===== config.mk =====
export PLATFORM = sky130hd
export DESIGN_NAME = div_sequencer
export DESIGN_NICKNAME = d
export VERILOG_FILES = /design/src/rtl/ctrl_pkg.sv /design/src/rtl/div_iter_counter.sv /design/src/rtl/div_sequencer.sv
export SDC_FILE = /design/constraint.sdc
export NUM_CORES = 1
export LEC_CHECK = 0
export ABC_AREA = 0
export BUFFER_PORTS_ARGS = -buffer_cell sky130_fd_sc_hd__buf_2
export CELL_PAD_IN_SITES_DETAIL_PLACEMENT = 1
export CELL_PAD_IN_SITES_GLOBAL_PLACEMENT = 1
export CORE_MARGIN = 2
export CORE_UTILIZATION = 38
export CTS_CLUSTER_SIZE = 12
export DETAILED_ROUTE_END_ITERATION = 12
export PLACE_DENSITY = 0.91
export SETUP_SLACK_MARGIN = 0.02
export SYNTH_ARGS = -nofsm -noshare
export SYNTH_HDL_FRONTEND = slang
export SYNTH_SLANG_ARGS = --single-unit

===== constraint.sdc =====
create_clock -name clk -period 2.85 [get_ports clk]
set_input_delay 0.1425 -clock clk [delete_from_list [all_inputs] [get_ports clk]]
set_output_delay 0.1425 -clock clk [all_outputs]
set_load 0.02 [all_outputs]

===== src/rtl/ctrl_pkg.sv =====
// Shared EX-stage control definitions: R-type funct codes, divider sequencer
// state encoding and the default divider iteration count.
package ctrl_pkg;

  localparam logic [5:0] F_AND  = 6'b100100;
  localparam logic [5:0] F_OR   = 6'b100101;
  localparam logic [5:0] F_ADD  = 6'b100000;
  localparam logic [5:0] F_SUB  = 6'b100010;
  localparam logic [5:0] F_SLT  = 6'b101010;
  localparam logic [5:0] F_SRL  = 6'b000010;
  localparam logic [5:0] F_DIVU = 6'b011011;
  localparam logic [5:0] F_MFHI = 6'b010000;
  localparam logic [5:0] F_MFLO = 6'b010010;

  localparam int unsigned DIV_ITER  = 32;
  localparam int unsigned DIV_CNT_W = 6;

  typedef enum logic [1:0] {
    ST_IDLE  = 2'd0,
    ST_RUN   = 2'd1,
    ST_WRITE = 2'd2,
    ST_HOLD  = 2'd3
  } div_state_t;

endpackage


===== src/rtl/div_iter_counter.sv =====
// Divider step counter: synchronous clear has priority over enable; tc flags
// the final iteration (count == ITER-1).
module div_iter_counter #(
  parameter int unsigned ITER  = 32,
  parameter int unsigned CNT_W = 6
) (
  input  logic             clk,
  input  logic             rst,
  input  logic             clr,
  input  logic             en,
  output logic [CNT_W-1:0] count,
  output logic             tc
);

  logic [CNT_W-1:0] r_count;

  always_ff @(posedge clk or posedge rst) begin
    if (rst) begin
      r_count <= '0;
    end else if (clr) begin
      r_count <= '0;
    end else if (en) begin
      r_count <= r_count + 1'b1;
    end
  end

  assign count = r_count;
  assign tc    = (r_count == CNT_W'(ITER - 1));

endmodule


===== src/rtl/div_sequencer.sv =====
// EX-stage DIVU sequencer: loads the divider, issues ITER steps while stalling
// the pipeline, then pulses the HiLo write (or flags a zero divisor).
module div_sequencer
  import ctrl_pkg::*;
#(
  parameter int unsigned ITER       = DIV_ITER,
  parameter int unsigned CNT_W      = DIV_CNT_W,
  parameter logic [5:0]  FUNCT_DIVU = F_DIVU
) (
  input  logic             clk,
  input  logic             rst,
  input  logic [5:0]       funct_ex,
  input  logic             valid_ex,
  input  logic             divisor_zero,
  input  logic             flush,
  input  logic             ext_hold,
  output logic             stall,
  output logic             div_load,
  output logic             div_step,
  output logic             hilo_we,
  output logic             dz_flag,
  output logic             busy,
  output logic [CNT_W-1:0] step_idx
);

  div_state_t       r_state, w_next;
  logic             r_dz, w_dz_next;
  logic             w_go, w_clr, w_en, w_tc;
  logic [CNT_W-1:0] w_count;

  div_iter_counter #(
    .ITER  (ITER),
    .CNT_W (CNT_W)
  ) u_cnt (
    .clk   (clk),
    .rst   (rst),
    .clr   (w_clr),
    .en    (w_en),
    .count (w_count),
    .tc    (w_tc)
  );

  assign w_go = valid_ex & (funct_ex == FUNCT_DIVU) & ~flush;

  always_ff @(posedge clk or posedge rst) begin
    if (rst) begin
      r_state <= ST_IDLE;
      r_dz    <= 1'b0;
    end else begin
      r_state <= w_next;
      r_dz    <= w_dz_next;
    end
  end

  always_comb begin
    w_next    = r_state;
    w_dz_next = r_dz;
    w_clr     = 1'b0;
    w_en      = 1'b0;
    stall     = 1'b0;
    div_load  = 1'b0;
    div_step  = 1'b0;
    hilo_we   = 1'b0;
    dz_flag   = 1'b0;
    step_idx  = '0;

    case (r_state)
      ST_IDLE: begin
        if (w_go) begin
          stall = 1'b1;
          if (divisor_zero) begin
            w_next    = ST_WRITE;
            w_dz_next = 1'b1;
          end else begin
            div_load  = 1'b1;
            w_next    = ST_RUN;
            w_clr     = 1'b1;
            w_dz_next = 1'b0;
          end
        end
      end
      ST_RUN: begin
        stall    = 1'b1;
        div_step = 1'b1;
        step_idx = w_count;
        w_en     = 1'b1;
        if (w_tc) begin
          w_next = ST_WRITE;
          w_clr  = 1'b1;
        end
      end
      ST_WRITE: begin
        // A flush in the write cycle aborts the commit as well as the FSM.
        hilo_we   = ~r_dz & ~flush;
        dz_flag   = r_dz & ~flush;
        w_dz_next = 1'b0;
        w_next    = ext_hold ? ST_HOLD : ST_IDLE;
      end
      ST_HOLD: begin
        if (!ext_hold) begin
          w_next = ST_IDLE;
        end
      end
      default: begin
        w_next = ST_IDLE;
      end
    endcase

    if (flush) begin
      w_next    = ST_IDLE;
      w_clr     = 1'b1;
      w_dz_next = 1'b0;
    end
  end

  assign busy = (r_state != ST_IDLE);

endmodule


==> impl_metrics.json, run 1 <==
{
  "ir_drop_v": 0.000134,
  "wl_mm": 1.70,
  "rsz0062_at_grt": "false",
  "cp_top_family": "simple AND/OR/NAND/NOR gates",
  "cts-hold-fix-buffers": 1,
  "wl_per_cell_um": 15.6,
  "syn_inst": 67,
  "hold_end": "r_state[0]$_DFFE_PP0P_",
  "synthToLayoutAreaGrowth_pct": 22.4,
  "final_cell_mix": "buf_2, dfrtp_1, inv_1",
  "holdCritPathClass": "in2reg",
  "cp.arrival_ns": 1.81,
  "slowest_stage": "dfrtp_1",
  "die_area_um2": 2130,
  "setup_ws_ns": 0.893,
  "synth_fa_ha_area_frac": 0.0186,
  "worstSetupPathType": "reg2out",
  "firstDrtPassIters": 3,
  "cp_slowest_stage_delay_ns": 0.51,
  "portBuffers": 23,
  "drive_gt1_frac": 0.413,
  "clk_pin_slew_worst_paths_ns": 0.06,
  "dp_slack_ns": 1.19,
  "clock-root-buffer": "clkbuf_4",
  "r2r_cells": 4,
  "syn_area_per_cell_um2": 10.1,
  "clockBufferDepth": 2,
  "synthesis.nets": 80,
  "holdCritStartpoint": "ext_hold",
  "layout_commonest_cell": "buf_2",
  "yosys.area_share.simple": 0.380,
  "cts-buffers-inserted": 3,
  "cts_tree": "yes",
  "crit_path_end_kind": "output pin",
  "reg2reg_from": "r_state[1]$_DFFE_PP0P_",
  "finalSetupTns_ns": 0,
  "p_clk_frac": 0.317,
  "ys_types": 34,
  "core_um2": 1690,
  "rrSetupSlack_ns": 1.37,
  "max-slew-margin-rel": 0.693,
  "insertedDiodeCount": 0,
  "rows": 15,
  "fmax_mhz": 511,
  "tightest_slew_ns": 0.457,
  "clk_latency_ns": 0.27,
  "netSwitchingPower_mw": 0.104,
  "fin_crit_sh": 0.687,
  "timing.final.max_slew_violations": 0,
  "internal_power_mw": 0.217,
  "viasPerCell": 5.66,
  "grt_pass1_wl_mm": 2.63,
  "r2r_end": "u_cnt.count[0]$_DFFE_PP0P_",
  "postCtsSetupBuffers": 0,
  "grt_max_degree": 13,
  "drv_cap": 0,
  "swShare": 0.323,
  "synth-compound-area-share": 0.156,
  "vias": 617,
  "hpwlAfterDp_mm": 1.31,
  "gp_congestion": 0.754,
  "path_buf_inv": 2,
  "synth.mux.area_fraction": 0.0148,
  "drc": 0,
  "hold_violations": 0,
  "antenna_found_initial": 0,
  "skew_ns": 0.00228,
  "ys_seq_area_frac": 0.334,
  "power_frac_seq": 0.456,
  "yosysWarnings": 0,
  "setup_violations": 0,
  "path_cells": "nor2_4 -> inv_1 -> nor4_4 -> nor2b_1 -> buf_2",
  "grt_util_all_layers": 0.190,
  "synth_top_family_by_area": "simple AND/OR/NAND/NOR gates",
  "layout.nets": 106,
  "ios": 24,
  "outcome": "finished, final reports clean",
  "worst-path-max-fanout": 9,
  "dr.first_iter.drc_count": 5,
  "die_w_um": 46.1,
  "hold_path_depth": 3,
  "syn_area_um2": 674,
  "report.power.total_mw": 0.321,
  "fin_crit_ns": 1.96,
  "required_ns": 2.71,
  "htreeDepth": 1,
  "p_per_area_nw_per_um2": 389,
  "chipHeight_um": 46.1,
  "cts_resized": 0,
  "antenna_left": 0,
  "p_comb_frac": 0.227,
  "cts_sinks": 9,
  "leakagePower_nw": 0.432,
  "synth-seq-cells": 9,
  "synth_xor_area_frac": 0.0260,
  "cp-start-kind": "register",
  "start_util": 0.399,
  "first_global_vias": 589,
  "overflow": 0
}
## Yosys cell counts (all sizes together)
master	number	share of area
nand4b	1	0.035
nand2	1	0.0056
or3	6	0.065
mux2i	1	0.015
nand3	1	0.0074
a211oi	3	0.033
and3b	1	0.013
o211ai	2	0.022
a31o	2	0.026
nand3b	4	0.069
nor4bb	1	0.015
a21oi	2	0.015
dfrtp	9	0.33
and2	4	0.037
nor4b	1	0.013
a221oi	2	0.045
nor4	1	0.032
nor2	2	0.022
buf	3	0.032
o21ai	2	0.015
nor2b	2	0.019
inv	7	0.039
xnor2	1	0.013
nor3	4	0.030
nand4	2	0.019
ha	1	0.019
xor2	1	0.013
## layout make-up
type | count | area [um^2]
inverter | 7 | 26.3
clock buffer | 4 | 26.3
multi-input combinational | 48 | 402
fill | 222 | 863
tap | 17 | 21.3
sequential | 9 | 225
timing repair buffer | 24 | 125
## metrics by stage
stage          cell area, um^2  cells   util  hold slack [ns]
6_report                   826    109  0.489            0.136
5_1_grt                    826    109  0.489            0.148
4_1_cts                    826    109  0.489            0.124
3_5_place_dp               790    104  0.467            0.126
3_3_place_gp               790    104  0.467            0.121
2_1_floorplan              674     67      -          -0.0296
## registers in the layout, indices dropped and copies added, names as in the netlist
| register | cells |
|---|---|
| r_dz | 1 |
| r_state | 2 |
| u_cnt.count | 6 |
## power groups by stage
stage | clock network, mW | logic, mW | registers, mW
floorplan | 0 | 0.0598 | 0.139
global placement | 0 | 0.0695 | 0.148
detailed placement | 0 | 0.0721 | 0.148
CTS | 0.108 | 0.0733 | 0.146
global route | 0.117 | 0.0788 | 0.147
finish | 0.102 | 0.0728 | 0.146
## worst register-to-register path: cells and delay by family (launching register included)
kind | cells | cell delay, ns
buf+inv | 1 | 0.07
simple gates | 2 | 0.44
flops | 1 | 0.58
compound gates | 1 | 0.30
## cells by family after synthesis
group / Yosys count
fa+ha+maj: 1
flops: 9
xor+xnor: 2
mux: 1
compound gates: 13
simple gates: 31
buf+inv: 10
## worst max-delay path by stage
stage	endpoint	from	cells past startpoint
after CTS	div_load	r_state[0]$_DFFE_PP0P_	5
after global placement	div_load	r_state[1]$_DFFE_PP0P_	5
after detailed placement	div_load	r_state[0]$_DFFE_PP0P_	5
final	div_load	r_state[0]$_DFFE_PP0P_	5
after floorplan	div_load	r_state[0]$_DFFE_PP0P_	5
after global routing	div_load	r_state[0]$_DFFE_PP0P_	5
## per-layer routing
layer,part of all wire,GRT usage,vias up
met5,0,0,-
met4,0.051,0.194,0
met3,0.035,0.0588,6
met2,0.50,0.283,17
met1,0.41,0.204,296
li1,-,-,298
No activity file was read; power rests on OpenSTA's default activity.
==> run 2, diff against run 1 <==
CORE_UTILIZATION = 32   (was 38)
PLACE_DENSITY = 0.83   (was 0.91)
clock period = 1.61 ns   (was 2.85 ns; I/O delays follow)
==> impl_metrics.json, run 2 (synthesis results as in run 1) <==
{
  "cts_tree": "yes",
  "holdCritStartpoint": "ext_hold",
  "hpwlAfterDp_mm": 1.38,
  "die_w_um": 49.9,
  "antenna_found_initial": 0,
  "cp-start-kind": "register",
  "worst-path-max-fanout": 7,
  "cts-buffers-inserted": 3,
  "setup_violations": 0,
  "cts_sinks": 9,
  "worstSetupPathType": "reg2out",
  "ios": 24,
  "fin_crit_ns": 1.49,
  "hold_violations": 0,
  "multi_input_area_um2": 404,
  "largest_reg_flops": 6,
  "dp_slack_ns": 0.127,
  "dr.first_iter.drc_count": 4,
  "antenna_left": 0,
  "overflow": 0,
  "cp.arrival_ns": 1.41,
  "reg2reg_from": "r_state[1]$_DFFE_PP0P_",
  "viasPerCell": 5.18,
  "gp_congestion": 0.753,
  "core_um2": 1980,
  "tightest_slew_ns": 0.355,
  "firstDrtPassIters": 3,
  "max-slew-margin-rel": 0.763,
  "drc": 0,
  "finalSetupTns_ns": 0,
  "chipHeight_um": 49.9,
  "placed_cell_area_um2": 817,
  "fillers": 242,
  "synthToLayoutAreaGrowth_pct": 33.2,
  "fin_crit_sh": 0.927,
  "wl_mm": 1.84,
  "layout.area.seq_um2": 228,
  "setup_ws_ns": 0.118,
  "layout_commonest_cell": "buf_2",
  "grt_pass1_wl_mm": 2.99,
  "holdCritPathClass": "in2reg",
  "final_cell_mix": "buf_2, buf_4, dfrtp_1",
  "design_area_um2": 898,
  "portBuffers": 23,
  "crit_path_end_kind": "output pin",
  "htreeDepth": 1,
  "fmax_mhz": 670,
  "wl_per_cell_um": 14.6,
  "grt_util_all_layers": 0.162,
  "insertedDiodeCount": 0,
  "layout.nets": 113,
  "outcome": "finished, final reports clean",
  "start_util": 0.340,
  "p_per_area_nw_per_um2": 659,
  "clk_pin_slew_worst_paths_ns": 0.06,
  "leakagePower_nw": 0.463,
  "first_global_vias": 641,
  "clockBufferDepth": 2,
  "startpoint": "r_state[1]$_DFFE_PP0P_",
  "rsz0062_at_grt": "false",
  "place_inst": 116,
  "vias": 653,
  "fin_cells": 126,
  "timing.final.max_slew_violations": 0,
  "die_area_um2": 2490,
  "drive_gt1_frac": 0.495,
  "drv_cap": 0,
  "clk_latency_ns": 0.26,
  "clock-root-buffer": "clkbuf_4",
  "rows": 16,
  "ir_drop_v": 0.000475,
  "skew_ns": 0.000753,
  "required_ns": 1.53,
  "grt_max_degree": 13
}
-- run 2: cell count changes in the layout (fill, tap and decap cells not counted), sizes merged --
cell  previous run  this run
buf             23        30
-- run 2: timing repair --
item / CTS / global route
setup buffers: 2 / 3
resized for setup: 2 / 3
pin swaps: 0 / 1
endpoints found under the hold margin: 9 / 0
hold buffers: 1 / 0
endpoints found under the setup margin: 1 / 1
-- run 2: cell type report --
cell class	instances	area share
Tap cell	27	0.0376
Clock buffer	4	0.0292
Timing Repair Buffer	31	0.201
Sequential cell	9	0.253
Multi-Input combinational cell	48	0.450
Inverter	7	0.0292
-- run 2: final timing paths --
check,to,slack [ns],depth (start not counted)
max in group asynchronous,r_state[1]$_DFFE_PP0P_,1.01,3
min,r_state[0]$_DFFE_PP0P_,0.1,3
max reg2reg,u_cnt.count[3]$_DFFE_PP0P_,0.24,3
min in group asynchronous,u_cnt.count[5]$_DFFE_PP0P_,0.32,3
max,div_load,0.12,5
min reg2reg,r_state[0]$_DFFE_PP0P_,0.58,1
-- run 2: metal layers --
layer | track usage | up-vias | wire, um
met5 | 0 | - | 0
met4 | 0.0972 | 0 | 43
met3 | 0.0424 | 4 | 54
met2 | 0.267 | 13 | 982
met1 | 0.187 | 323 | 757
li1 | - | 313 | -
-- run 2: through the flow --
step | util | power, mW | hold slack [ns]
after floorplan | - | 0.353 | -0.0916
after global placement | 0.412 | 0.389 | 0.0567
after detailed placement | 0.412 | 0.396 | 0.0628
after CTS | 0.439 | 0.582 | 0.0789
after global routing | 0.453 | 0.627 | 0.106
final | 0.453 | 0.592 | 0.0968
-- run 2: critical path, stage by stage (launching register included) --
cell and delay (ns):
dfrtp_2 0.47, nor2_4 0.16, inv_2 0.07, nor4_4 0.14, nor2b_2 0.17, buf_4 0.14
-- run 2: where the power goes --
group          switching [mW]  internal [mW]
clock network          0.0733         0.0951
logic                  0.0924         0.0780
registers              0.0165          0.236
==> run 3, diff against run 2 <==
CORE_MARGIN = default   (was 2)
PLACE_DENSITY = default   (was 0.83)
PLACE_DENSITY_LB_ADDON = 0.1   (was default)
SLEW_MARGIN = 20   (was default)
==> impl_metrics.json, run 3 (synthesis results as in run 1) <==
{
  "clockBufferDepth": 2,
  "dr.first_iter.drc_count": 3,
  "fmax_mhz": 669,
  "leakagePower_nw": 0.461,
  "netSwitchingPower_mw": 0.190,
  "ir_drop_v": 0.000334,
  "start_util": 0.344,
  "die_w_um": 47.9,
  "hpwlAfterDp_mm": 1.21,
  "setup_violations": 0,
  "grt_pass1_wl_mm": 2.55,
  "antenna_left": 0,
  "overflow": 0,
  "p_comb_frac": 0.263,
  "viasPerCell": 4.99,
  "setup_ws_ns": 0.116,
  "drc": 0,
  "cp.arrival_ns": 1.41,
  "cts_sinks": 9,
  "fin_crit_ns": 1.49,
  "reg2reg_from": "r_state[0]$_DFFE_PP0P_",
  "cts_tree": "yes",
  "design_area_um2": 891,
  "layout_commonest_cell": "buf_2",
  "firstDrtPassIters": 4,
  "portBuffers": 23,
  "tightest_slew_ns": 0.349,
  "place_inst": 116,
  "insertedDiodeCount": 0,
  "worst-path-max-fanout": 5,
  "rsz0062_at_grt": "true",
  "slowest_stage": "dfrtp_2",
  "gp_congestion": 0.687,
  "fin_cells": 125,
  "dp_slack_ns": 0.123,
  "cp_slowest_stage_delay_ns": 0.45,
  "skew_ns": 0.00384,
  "swShare": 0.320,
  "htreeDepth": 1,
  "wl_per_cell_um": 13.2,
  "path_cells": "nor2_4 -> inv_1 -> nor4_4 -> nor2b_2 -> buf_4",
  "path_buf_inv": 2,
  "synthToLayoutAreaGrowth_pct": 32.1,
  "holdWs_ns": 0.0751,
  "cp_top_family": "simple AND/OR/NAND/NOR gates",
  "cts-buffers-inserted": 3,
  "ios": 24,
  "holdCritPathClass": "in2reg",
  "placed_cell_area_um2": 817,
  "p_per_area_nw_per_um2": 666,
  "r2r_cells": 5,
  "cp-start-kind": "register",
  "grt_max_degree": 13,
  "crit_path_end_kind": "output pin",
  "drive_gt1_frac": 0.480,
  "final_cell_mix": "buf_2, buf_4, dfrtp_1",
  "required_ns": 1.53,
  "power_frac_seq": 0.427,
  "clk_latency_ns": 0.27,
  "internal_power_mw": 0.403,
  "vias": 624,
  "max-slew-margin-rel": 0.767,
  "die_area_um2": 2290,
  "p_clk_frac": 0.310,
  "finalSetupTns_ns": 0,
  "layout.nets": 112,
  "hold_path_depth": 3,
  "holdCritStartpoint": "ext_hold",
  "rrSetupSlack_ns": 0.24,
  "largest_reg_flops": 6,
  "hold_end": "r_state[0]$_DFFE_PP0P_",
  "r2r_end": "u_cnt.count[4]$_DFFE_PP0P_",
  "worstSetupPathType": "reg2out",
  "wl_mm": 1.66,
  "rows": 16,
  "antenna_found_initial": 0,
  "timing.final.max_slew_violations": 0,
  "clk_pin_slew_worst_paths_ns": 0.06,
  "drv_cap": 0,
  "clock-root-buffer": "clkbuf_4",
  "core_um2": 1960,
  "hold_violations": 0,
  "first_global_vias": 608,
  "chipHeight_um": 47.9,
  "grt_util_all_layers": 0.165,
  "startpoint": "r_state[0]$_DFFE_PP0P_",
  "fin_crit_sh": 0.928,
  "outcome": "finished, final reports clean"
}
[run 3: worst max path at each step]
stage	endpoint	cells after the start
5_1_grt	hilo_we	3
3_3_place_gp	u_cnt.count[5]$_DFFE_PP0P_	4
4_1_cts	div_load	5
3_5_place_dp	u_cnt.count[4]$_DFFE_PP0P_	4
6_report	div_load	5
2_1_floorplan	div_load	5
[run 3: metal layers]
layer | track usage | wire (um) | up-vias | part of all wire
li1 | - | - | 310 | -
met1 | 0.194 | 745 | 288 | 0.45
met2 | 0.273 | 813 | 24 | 0.49
met3 | 0.0226 | 65 | 2 | 0.039
met4 | 0.117 | 32 | 0 | 0.019
met5 | 0 | 0 | - | 0
[run 3: cell type report]
class	instances	area (um^2)
clock buffer	4	26.3
fill	256	1070
inverter	7	26.3
timing repair buffer	30	173
multi-input combinational	48	404
sequential	9	228
tap	27	33.8
[run 3: worst reg2reg max path: cells and delay by family (launching register included)]
family,cells,cell delay [ns]
buffers and inverters,2,0.23
AO/OA/AOI/OAI,2,0.50
flip-flops,1,0.45
AND/OR/NAND/NOR,1,0.09
[run 3: power groups by stage]
stage	Combinational, mW	Clock (mW)	Sequential [mW]
global placement	0.128	0	0.263
detailed placement	0.129	0	0.264
CTS	0.132	0.185	0.261
finish	0.156	0.184	0.253
floorplan	0.106	0	0.247
global route	0.173	0.191	0.255
[run 3: timing repair]
item	4_1_cts	5_1_grt
endpoints found under the setup margin	1	1
endpoints found under the hold margin	9	0
gates resized for setup	2	2
cloned	0	0
pin swaps	0	0
hold buffers	1	0
buffers inserted	0	4
[run 3: per-stage QoR]
stage	power, mW	utilization
3_5_place_dp	0.393	0.416
2_1_floorplan	0.353	-
5_1_grt	0.619	0.454
3_3_place_gp	0.391	0.416
4_1_cts	0.578	0.436
6_report	0.593	0.454
